### config.mk
export PLATFORM = sky130hd
export DESIGN_NAME = multi_clk_divider
export DESIGN_NICKNAME = d
export VERILOG_FILES = /design/src/rtl/div_pkg.sv /design/src/rtl/div_channel.sv /design/src/rtl/multi_clk_divider.sv
export SDC_FILE = /design/constraint.sdc
export NUM_CORES = 1
export LEC_CHECK = 0
export CAP_MARGIN = 20
export CORE_ASPECT_RATIO = 1.4
export CORE_UTILIZATION = 58
export DETAILED_ROUTE_END_ITERATION = 7
export GPL_TIMING_DRIVEN = 0
export PLACE_DENSITY_LB_ADDON = 0.08
export SYNTH_ARGS = -nofsm -noshare
export SYNTH_HDL_FRONTEND = slang
export SYNTH_SLANG_ARGS = --single-unit
export TNS_END_PERCENT = 20
### constraint.sdc
create_clock -name CLK -period 9.32 [get_ports CLK]
set_clock_uncertainty 0.15 [all_clocks]
set_input_delay 2.33 -clock CLK [delete_from_list [all_inputs] [get_ports CLK]]
set_output_delay 2.33 -clock CLK [all_outputs]
set_load 0.02 [all_outputs]
### src/rtl/div_pkg.sv
// ---------------------------------------------------------------------------
// div_pkg
//  Definitions shared by the multi-channel clock divider and the
//  register-map block that programs it.
//  - DIV_MAX_CH : largest supported channel count
//  - ch_idx_w() : width of a channel-index field (at least 1 bit)
//  - DEF_DIV / DEF_HI : period and high time loaded into every channel at reset
//  - ch_state_e : per-channel run state
// ---------------------------------------------------------------------------
package div_pkg;

    localparam int DIV_MAX_CH = 16;

    localparam int DEF_DIV = 8;
    localparam int DEF_HI  = 4;

    typedef enum logic {
        CH_IDLE = 1'b0,
        CH_RUN  = 1'b1
    } ch_state_e;

    // A single-channel build still needs a 1-bit index port.
    function automatic int ch_idx_w(input int num_ch);
        return (num_ch > 1) ? $clog2(num_ch) : 1;
    endfunction

endpackage : div_pkg

### src/rtl/div_channel.sv
// ---------------------------------------------------------------------------
// div_channel
//  One divider channel: period counter, active and shadow period/high-time
//  registers, IDLE/RUN state and registered outputs.
//  A period runs count 0..DIV-1. Shadow values are copied to the active set
//  only at a period boundary (the wrap, a sync restart, or any cycle while
//  idle), so the output never shows a partial high or low phase.
// Ports
//  CLK       in   source clock
//  RST       in   asynchronous, active-high reset
//  iWR       in   load shadow registers from iWR_DIV/iWR_HI
//  iWR_DIV   in   new period (CNT_W)
//  iWR_HI    in   new high time (CNT_W)
//  iEN       in   run enable, sampled at each period boundary
//  iSYNC     in   restart at count 0 on the next cycle
//  oDIV_CLK  out  divided clock, registered
//  oTICK     out  pulse on the first cycle of each period, registered
//  oPENDING  out  shadow holds values not yet applied
// ---------------------------------------------------------------------------
module div_channel
    import div_pkg::ch_state_e;
    import div_pkg::CH_IDLE;
    import div_pkg::CH_RUN;
#(
    parameter int CNT_W   = 8,
    parameter int DEF_DIV = 8,
    parameter int DEF_HI  = 4
) (
    input  logic             CLK,
    input  logic             RST,
    input  logic             iWR,
    input  logic [CNT_W-1:0] iWR_DIV,
    input  logic [CNT_W-1:0] iWR_HI,
    input  logic             iEN,
    input  logic             iSYNC,
    output logic             oDIV_CLK,
    output logic             oTICK,
    output logic             oPENDING
);

    localparam logic [CNT_W-1:0] RST_DIV = CNT_W'(DEF_DIV);
    localparam logic [CNT_W-1:0] RST_HI  = CNT_W'(DEF_HI);
    localparam logic [CNT_W-1:0] ONE     = CNT_W'(1);

    ch_state_e        state_reg, state_next;
    logic [CNT_W-1:0] cnt_reg, cnt_next;
    logic [CNT_W-1:0] act_div_reg, act_div_next;
    logic [CNT_W-1:0] act_hi_reg, act_hi_next;
    logic [CNT_W-1:0] shd_div_reg, shd_div_next;
    logic [CNT_W-1:0] shd_hi_reg, shd_hi_next;
    logic             pending_reg, pending_next;
    logic             tick_reg, tick_next;
    logic             div_clk_reg, div_clk_next;

    logic             boundary;
    logic [CNT_W-1:0] eff_div;
    logic [CNT_W-1:0] eff_hi;

    // State register (also holds the registered outputs)
    always_ff @(posedge CLK or posedge RST) begin
        if (RST) begin
            state_reg   <= CH_IDLE;
            cnt_reg     <= '0;
            act_div_reg <= RST_DIV;
            act_hi_reg  <= RST_HI;
            shd_div_reg <= RST_DIV;
            shd_hi_reg  <= RST_HI;
            pending_reg <= 1'b0;
            tick_reg    <= 1'b0;
            div_clk_reg <= 1'b0;
        end else begin
            state_reg   <= state_next;
            cnt_reg     <= cnt_next;
            act_div_reg <= act_div_next;
            act_hi_reg  <= act_hi_next;
            shd_div_reg <= shd_div_next;
            shd_hi_reg  <= shd_hi_next;
            pending_reg <= pending_next;
            tick_reg    <= tick_next;
            div_clk_reg <= div_clk_next;
        end
    end

    // Next-state logic
    always_comb begin
        state_next   = state_reg;
        cnt_next     = cnt_reg;
        act_div_next = act_div_reg;
        act_hi_next  = act_hi_reg;
        shd_div_next = shd_div_reg;
        shd_hi_next  = shd_hi_reg;
        pending_next = pending_reg;

        // An idle channel is at a boundary every cycle. While running,
        // act_div_reg is never 0, so DIV-1 cannot underflow.
        boundary = (state_reg == CH_IDLE) || iSYNC ||
                   (cnt_reg == (act_div_reg - ONE));

        // Values in force for the period that starts at this boundary.
        eff_div = pending_reg ? shd_div_reg : act_div_reg;
        eff_hi  = pending_reg ? shd_hi_reg  : act_hi_reg;

        if (boundary) begin
            act_div_next = eff_div;
            act_hi_next  = eff_hi;
            pending_next = 1'b0;
            cnt_next     = '0;
            // iEN is only honoured here, so a dropped enable lets the
            // current period finish and never produces a runt pulse.
            state_next   = (iEN && (eff_div != '0)) ? CH_RUN : CH_IDLE;
        end else begin
            cnt_next     = cnt_reg + ONE;
        end

        // A write lands in the shadow after the boundary decision above,
        // so a write on a wrap/sync cycle waits for the following boundary.
        if (iWR) begin
            shd_div_next = iWR_DIV;
            shd_hi_next  = iWR_HI;
            pending_next = 1'b1;
        end
    end

    // Output logic: computed from the next state so the flops show the
    // cycle the counter is entering.
    always_comb begin
        tick_next    = (state_next == CH_RUN) && (cnt_next == '0);
        div_clk_next = (state_next == CH_RUN) && (cnt_next < act_hi_next);
    end

    assign oDIV_CLK = div_clk_reg;
    assign oTICK    = tick_reg;
    assign oPENDING = pending_reg;

endmodule : div_channel

### src/rtl/multi_clk_divider.sv
// ---------------------------------------------------------------------------
// multi_clk_divider
//  N-channel programmable clock divider. Each channel has a runtime period
//  (DIV) and high time (HI); updates are shadowed and applied on a period
//  boundary. iSYNC restarts every channel at count 0 together.
//  This level only decodes writes, fans out sync and optionally buffers the
//  divided clocks.
// Configuration macro
//  DIV_BUFG_EN : when defined, every oDIV_CLK bit is driven through a BUFG so
//                it can be routed on a clock net. When undefined the flop
//                output drives oDIV_CLK directly (data/enable use only).
//                oTICK is never buffered.
// Ports
//  CLK       in   1        source clock
//  RST       in   1        asynchronous, active-high reset
//  iWR       in   1        shadow-register write strobe
//  iWR_CH    in   CH_W     channel written; indices >= NUM_CH are ignored
//  iWR_DIV   in   CNT_W    new period in CLK cycles
//  iWR_HI    in   CNT_W    new high time in CLK cycles
//  iEN       in   NUM_CH   per-channel run enable
//  iSYNC     in   1        one-cycle restart strobe
//  oDIV_CLK  out  NUM_CH   divided clocks, registered
//  oTICK     out  NUM_CH   first-cycle-of-period pulses
//  oPENDING  out  NUM_CH   shadow written but not yet applied
// NUM_CH is expected in 1..div_pkg::DIV_MAX_CH.
// ---------------------------------------------------------------------------
module multi_clk_divider
    import div_pkg::ch_idx_w;
#(
    parameter int  NUM_CH  = 4,
    parameter int  CNT_W   = 8,
    parameter int  DEF_DIV = div_pkg::DEF_DIV,
    parameter int  DEF_HI  = div_pkg::DEF_HI,
    localparam int CH_W    = ch_idx_w(NUM_CH)
) (
    input  logic              CLK,
    input  logic              RST,
    input  logic              iWR,
    input  logic [CH_W-1:0]   iWR_CH,
    input  logic [CNT_W-1:0]  iWR_DIV,
    input  logic [CNT_W-1:0]  iWR_HI,
    input  logic [NUM_CH-1:0] iEN,
    input  logic              iSYNC,
    output logic [NUM_CH-1:0] oDIV_CLK,
    output logic [NUM_CH-1:0] oTICK,
    output logic [NUM_CH-1:0] oPENDING
);

    logic [NUM_CH-1:0] wr_sel;
    logic [NUM_CH-1:0] div_clk_raw;

    genvar gi;
    generate
        for (gi = 0; gi < NUM_CH; gi++) begin : g_ch
            // Out-of-range indices match no channel and are dropped here.
            assign wr_sel[gi] = iWR && (iWR_CH == CH_W'(gi));

            div_channel #(
                .CNT_W   (CNT_W),
                .DEF_DIV (DEF_DIV),
                .DEF_HI  (DEF_HI)
            ) u_channel (
                .CLK      (CLK),
                .RST      (RST),
                .iWR      (wr_sel[gi]),
                .iWR_DIV  (iWR_DIV),
                .iWR_HI   (iWR_HI),
                .iEN      (iEN[gi]),
                .iSYNC    (iSYNC),
                .oDIV_CLK (div_clk_raw[gi]),
                .oTICK    (oTICK[gi]),
                .oPENDING (oPENDING[gi])
            );

`ifdef DIV_BUFG_EN
            BUFG u_bufg (
                .I (div_clk_raw[gi]),
                .O (oDIV_CLK[gi])
            );
`else
            assign oDIV_CLK[gi] = div_clk_raw[gi];
`endif
        end
    endgenerate

endmodule : multi_clk_divider
==> results of run 1 <==
-- cell type report --
type | instances | area [um2] | area share
buffer | 39 | 228 | 0.0217
clock buffer | 24 | 482 | 0.0459
clock inverter | 8 | 128 | 0.0122
inverter | 39 | 154 | 0.0147
multi-input combinational | 554 | 4430 | 0.422
sequential | 176 | 4420 | 0.422
tap | 196 | 245 | 0.0234
timing repair buffer | 39 | 403 | 0.0384
-- path summary, 6_finish.rpt --
kind	startpoint	end	cells past startpoint
min	g_ch[0].u_channel.act_hi_reg[1]	g_ch[0].u_channel.act_hi_reg[1]	1
max in group asynchronous	RST	g_ch[0].u_channel.act_hi_reg[3]	3
max reg2reg	g_ch[3].u_channel.act_div_reg[0]	g_ch[3].u_channel.oDIV_CLK	16
min reg2reg	g_ch[0].u_channel.act_hi_reg[1]	g_ch[0].u_channel.act_hi_reg[1]	1
max	iSYNC	g_ch[1].u_channel.oDIV_CLK	11
min in group asynchronous	RST	g_ch[2].u_channel.act_hi_reg[4]	2
-- Yosys cell counts, types with 7 or more instances --
cell type  instances
mux2_2            86
mux2_4            23
nand2b_1           7
ha_1              36
nor4_1            12
and3_1             9
xnor2_1           39
xor2_1            24
nand2_1           29
nand4_1           12
a21o_1             7
nor3_1            17
o21ai_0           18
buf_4             13
inv_1             39
dfrtp_1          160
nor2_1            69
nand3_1           32
mux2i_1           33
a21oi_1           17
dfstp_2           16
clkbuf_1          20
-- logic make-up (layout without fill, tap and decap cells) --
kind of cell | count (synthesis) | after routing
muxes | 145 | 145
buffers and inverters | 78 | 149
DFF | 176 | 176
xor gates and xnor gates | 64 | 64
AOI/OAI and AO/OA | 84 | 84
and+or+nand+nor | 225 | 225
adders and majority gates | 36 | 36
-- critical path: cells and delay by family --
family	cells	cell delay, ns
fa+ha+maj	1	0.31
mux	1	0.31
compound gates	4	0.68
buf+inv	2	0.99
simple gates	3	0.81
-- power groups by stage --
stage / registers (mW) / clock network [mW] / logic [mW]
after floorplan: 1.13 / 0 / 0.632
after global placement: 1.18 / 0 / 0.744
after detailed placement: 1.20 / 0 / 0.787
after CTS: 1.19 / 0.745 / 0.795
after global routing: 1.22 / 0.775 / 0.871
final: 1.19 / 0.732 / 0.791
-- routing by layer --
layer	routed length, um	GRT usage	vias to the layer above
met5	0	0	-
met4	302	0.0878	0
met3	532	0.0392	26
met2	10700	0.467	110
met1	8370	0.309	3170
li1	-	-	2979
-- stage by stage --
step           setup WS [ns]  instance area [um2]  cells  power (mW)  hold WS (ns)
6_report                4.03                10500   1075        2.71         0.354
5_1_grt                 3.79                10500   1075        2.86         0.368
4_1_cts                 4.02                10500   1075        2.73         0.356
3_5_place_dp            3.62                 9890   1043        1.98         0.331
3_3_place_gp           0.122                 9850   1041        1.93         0.323
2_1_floorplan           2.09                 9230    808        1.76         0.301
-- cell usage in the layout (no fill, tap or decap), types with 29 or more instances in the layout --
cell type / count
clkdlybuf4s50_1: 37
dfrtp_1: 160
ha_1: 36
inv_1: 38
mux2_2: 86
mux2i_1: 33
nand2_1: 29
nand3_1: 32
nor2_1: 69
xnor2_1: 39
==> flow_results.org, run 1 <==
** Status
- The flow ran to the end, and the final reports show no timing, DRC or antenna violations.

** Timing
- Based on the critical path, the design can be clocked at up to 0.189 GHz.
- The number of max-slew violations in the final report was 0.
- Actual transition at the worst max-transition pin :: 0.696 ns
- In the final timing run, aggregate negative setup slack is 0 ns.
- In the finished design, the share of the clock period the worst path needs comes to 0.568.
- Number of hold violations in the final report :: 0
- Number of setup violations in the final report :: 0
- Measured against its own limit, the worst slew margin works out to 0.536.
- The routed design could run at a clock period as short as 5.29 ns.
- Setup repair after global routing left no endpoint under its margin.

** Clocking
- Clock root buffer :: clkbuf_16
- Htree depth :: 4
- For this design, the CTS-stage hold fixing added 0 buffers.
- Buffers inserted during clock tree synthesis total 17.
- CTS saw 176 sinks.
- Clock slew at the register clock pins of the worst setup and hold paths :: 0.06 ns
- The later pin in the worst-skew pair is clocked with a latency of 0.43 ns.
- Post_cts resized :: 0
- Setup Buffers After CTS :: 0
- TritonCTS built the clock tree.
- Max Root-Sink Buffers :: 2

** Yosys
- Most used flip-flop cell after synthesis :: dfrtp_1
- Of the post-synthesis cell area, the dominant cell type holds 0.434.
- Area of the mapped netlist :: 9230 um2
- Post-synthesis share of cell area spent on xor and xnor gates :: 0.0615
- Part of the Yosys area used for sequential elements :: 0.479
- Synthesized area divided by synthesized cell count :: 11.4 um2
- Combinational family with the most area after synthesis :: multiplexers
- Yosys printed 0 warnings.
- Leading cell types by total area after synthesis :: dfrtp_1, mux2_2, ha_1
- Share of cell area taken by muxes after synthesis :: 0.182
- Of the total synthesized cell area, the portion taken by AND, OR, NAND and NOR gates is 0.125.
- The biggest area contributor in the post-synthesis netlist is dfrtp_1.
- Share of the synthesized area in compound gates (AO/OA/AOI/OAI) :: 0.0634
- Of the total synthesized cell area, the portion taken by full adders, half adders and majority gates is 0.0488.
- Synth unique cells :: 69
- Number of enable flip-flop cells after synthesis :: 0
- In the synthesized netlist the async set-or-reset flop fraction comes to 1.00.
- Gate count after technology mapping :: 808
- Synthesized net count :: 870
- Counting flops and latches in the post-synthesis netlist gives 176.

** Power and ir drop
- Sequential share of power :: 0.438
- The analysis attributes to net switching a power of 0.862 mW.
- The internal portion of the total power is 1.85 mW.
- Power density of the placed cells :: 259 nW/um2
- Share of total power consumed by net switching :: 0.318
- Portion of total power attributed to the clock network :: 0.270
- IR analysis of the VDD net gives a maximum drop of 0.000148 V.
- The share of total power dissipated in combinational logic is 0.292.
- Reported leakage power :: 4.76 nW

** Setup path
- The worst setup path is launched from a primary input.
- Largest fanout on the critical path :: 10
- Data required time of the critical path :: 9.48 ns
- Cells traversed along the worst timing path :: clkdlybuf4s50_1 > nand2b_1 > a41o_1 > nand2_1 > buf_2 > mux2i_1 > ha_1 > a21o_1 > a21oi_1 > o21ai_0 > nor4_1
- Worst setup slack for register-to-register paths :: 5.09 ns
- The slowest stage of the critical path belongs to the cell clkdlybuf4s50_1.
- Endpoint class of the critical path :: flop
- Arrival time reported for the critical path endpoint :: 5.45 ns
- For this run, the slowest stage of the critical path takes 0.64 ns.
- Setup CP Type :: in2reg

** Placement
- Post-detail-place hpwl :: 14.3 mm
- Number of I/O port buffers :: 37
- Final GP Congestion :: 0.863

** Route
- Vias after detailed routing :: 6285
- After detailed routing, the number of vias per cell comes to 5.85.
- In the routed design, unresolved DRC markers number 0.
- Final WL :: 19.9 mm
- Starting DRC count in detailed routing :: 367
- Post-detailed-route count of antenna-violating nets :: 0
- Pre-Repair DR Iteration Count :: 5
- After detailed routing, the average wire length per cell comes to 18.5 um.

** GRT
- The number of global-route vias before repair came to 6447.
- Total global routing track utilization :: 0.258
- Global routing finished with a remaining overflow of 0.
- Initial antenna violation count :: 0
- First-pass GRT wire length :: 32.0 mm
- Largest net degree at the start of global routing :: 140

** Hold path
- The min-delay analysis places its worst path in the category reg2reg.

** Floorplanning
- Floorplan row count :: 54
- Die Area :: 16400 um2
- Initial cell density of the core :: 0.594
- Total I/O pin count :: 38
- From bottom edge to top edge, the die measures 151 um.
- Horizontal extent of the die :: 109 um
- Placeable core area :: 15500 um2

** Final layout
- Final core area utilization :: 0.675
- Layout Nets :: 928
- After filler insertion, the fill cell instance count of the layout stands at 1146.
- From synthesis to final layout, the design area changed by 13.7%.
- Antenna cells :: 0
- Of the cells placed in the final design, the portion with a size suffix greater than 1 is 0.210.

** Run
- Max-cap violations :: 0
Power figures use the tool's default switching activity.
==> run 2, diff against run 1 <==
Settings changed: CORE_UTILIZATION 58 to 55.
Clock period 9.32 ns to 4.5 ns, I/O delays scaled along.
==> run 2 against run 1 <==
Against the previous run:
- the flow now finishes with violations (DRC)
- register-to-register slack lost 4.8 ns
- wire length down 1.5%
- via count grew 0.76%
- critical path depth is 3 higher
- setup slack lost 3.7 ns
- combinational power up 110%
- total power up 100%
- first-iteration DRC count shrank 32%
- final cell count grew 0.56%
- core utilization decreased by 3.0 points
- clock power increased by 97%
- sequential share of layout area is 0.11 points lower
==> flow_results.org, run 2 (synthesis gave the netlist of run 1 again) <==
** GRT
- The global router's overall resource usage came to 0.244 (-0.0137).
- First-pass GRT wire length :: 32.8 mm (+2.5%)
- Largest net degree at the start of global routing :: 44 (-69%)
- GRT Residual Overflow :: 0 (unchanged)
- The initial antenna violation count was 0 (unchanged).
- Via count of the first global-routing pass :: 6611 (+2.5%)

** Clocking
- Clock root buffer :: clkbuf_16
- Sink Count :: 176 (unchanged)
- Number of buffers created by CTS :: 17 (unchanged)
- The number of buffers on the longest clock path is 2 (unchanged).
- Insertion delay to the later sink of the worst-skew pair :: 0.43 ns (about the same)
- The count of H-tree levels built during CTS is 4 (unchanged).
- Setup Buffers After CTS :: 0 (unchanged)
- CTS tree :: built
- The clock edge transition at the registers on the reported setup and hold paths was 0.06 ns (about the same).

** Floorplanning
- Die Area :: 17300 um2 (+5.4%)
- Total I/O pin count :: 38 (unchanged)
- The die outline width came to 111 um (+2.6%).
- Floorplan row count :: 55 (+1.9%)
- The placeable core area was 16300 um2 (+5.0%).
- Floorplan die height :: 155 um (+2.7%)
- Initial cell density of the core :: 0.566 (-0.0280)

** Route
- The via density per instance came to 5.86 (+0.20%).
- The number of iterations in the first detailed-routing pass came to 8 (+3).
- Final WL :: 19.6 mm (-1.5%)
- Post-detailed-route count of antenna-violating nets :: 0 (unchanged)
- The number of remaining DRC errors is 5 (+5).
- Routed wire length per instance :: 18.1 um (-2.0%)
- The overall via count from detail_route came to 6333 (+0.76%).
- Starting DRC count in detailed routing :: 248 (-32%)

** Placement
- The post-placement setup slack is -0.125 ns (-3.75 ns).
- The total half-perimeter wirelength after legalization and detailed placement was 14.6 mm (+2.1%).
- Final GP Congestion :: 0.868 (+0.65%)
- The count of buffers inserted at the top-level ports came to 37 (unchanged).

** Status
- The flow ran to the end, but the final reports show violations.
- Failing checks :: DRC

** Power and ir drop
- Power density of the placed cells :: 526 nW/um2 (+100%)
- Reported leakage power :: 4.77 nW (+0.24%)
- Highest ir drop seen on vdd :: 0.000283 V (+92%)
- The overall power consumption came to 5.53 mW (+100%).

** Setup path
- The highest net fanout along the worst path is 10 (unchanged).
- Highest cell delay on the worst timing path :: 0.49 ns (-0.15 ns)
- The data arrival at the endpoint of the critical path is 4.37 ns (-1.08 ns).
- Cells traversed along the worst timing path :: inv_1 > ha_1 > or3b_1 > nor3_1 > xnor2_1 > o41a_1 > nor2_4 > buf_4 > mux2i_1 > ha_1 > a21o_1 > a221oi_1 > o21ai_0 > a221oi_1
- The worst setup path is of the reg2reg kind.
- Data required time of the critical path :: 4.65 ns (-4.83 ns)
- Highest-delay cell along the critical path :: o41a_1
- STA classifies the critical path endpoint as a flop.
- The worst setup path is launched from a flop.

** Timing
- The final number of hold-violating endpoints is 0 (unchanged).
- Setup repair after global routing left no endpoint under its margin.
- Worst Slack Setup Final :: 0.281 ns (-3.75 ns)
- Final critical-path share of the clock period :: 0.938
- Counting I/O delays and the setup requirement, the final critical path takes 4.22 ns.
- Number of setup violations in the final report :: 0 (unchanged)
- Actual transition at the worst max-transition pin :: 0.656 ns (-0.0392 ns)
- Max-slew violation count :: 0 (unchanged)
- Based on the critical path, the design can be clocked at up to 0.237 GHz.
- The worst max-slew margin expressed relative to the limit was 0.562 (+0.0262).

** Hold path
- The worst hold path belongs to the class reg2reg.

** Final layout
- The number of nets in the finished design was 931 (+0.32%).
- Share of cells above drive strength 1 :: 0.217 (+0.00609)
- The library cell used most frequently in the layout, excluding fill and tap cells, is dfrtp_1.
- Synth-to-Final Area Change :: 14.0%
- In the layout the commonest cells are dfrtp_1, mux2_2, nor2_1.
- The number of diodes is 0 (unchanged).

** Run
- Max-cap violations :: 0 (unchanged)
==> run 2: critical path, delay by kind of cell (launching register included) <==
family	cells	cell delay (ns)
flops	1	0.41
fa+ha+maj	2	0.49
buf+inv	2	0.36
compound gates	5	1.45
simple gates	3	0.81
xor+xnor	1	0.11
mux	1	0.29
==> run 2: timing repair <==
action,in CTS,in global routing
setup endpoints to repair,0,1
hold endpoints to repair,0,0
hold buffers,0,0
gates resized for setup,0,1
==> run 2: per-stage QoR <==
| stage | TNS, ns | util | hold slack (ns) | cell area [um2] | cells |
|---|---|---|---|---|---|
| floorplan | 0 | - | 0.301 | 9240 | 808 |
| global placement | -47.71 | 0.604 | 0.320 | 9850 | 1044 |
| detailed placement | -0.125 | 0.609 | 0.327 | 9940 | 1049 |
| CTS | 0 | 0.645 | 0.345 | 10500 | 1081 |
| global route | 0 | 0.645 | 0.366 | 10500 | 1081 |
| finish | 0 | 0.645 | 0.341 | 10500 | 1081 |
==> run 2: cell type report <==
type,count,area (um2)
timing repair buffer,42,455
buffer,39,228
clock buffer,24,502
clock inverter,8,77.6
tap,199,249
sequential,176,4420
inverter,39,150
multi-input combinational,554,4440
fill,1290,5790
==> run 2: report_power, final <==
| group | internal, mW | switching (mW) | total, mW |
|---|---|---|---|
| Clock | 0.836 | 0.603 | 1.44 |
| Combinational | 0.874 | 0.759 | 1.63 |
| Sequential | 2.05 | 0.413 | 2.46 |
| Total | 3.76 | 1.78 | 5.53 |
==> run 2: worst paths after layout <==
check | start | endpoint | slack [ns] | depth (start not counted)
min | g_ch[3].u_channel.act_hi_reg[1] | g_ch[3].u_channel.act_hi_reg[1] | 0.34 | 2
max in group asynchronous | RST | g_ch[0].u_channel.act_hi_reg[2] | 2.14 | 5
min in group asynchronous | RST | g_ch[1].u_channel.oTICK | 0.91 | 2
max reg2reg | g_ch[3].u_channel.act_div_reg[1] | g_ch[3].u_channel.oDIV_CLK | 0.28 | 14
min reg2reg | g_ch[3].u_channel.act_hi_reg[1] | g_ch[3].u_channel.act_hi_reg[1] | 0.34 | 2
max | g_ch[3].u_channel.act_div_reg[1] | g_ch[3].u_channel.oDIV_CLK | 0.28 | 14
==> run 2: metal layers <==
layer / wire length [um] / global-route usage
met2: 10300 / 0.438
met4: 498 / 0.107
met3: 466 / 0.0358
met1: 8350 / 0.292
met5: 0 / 0
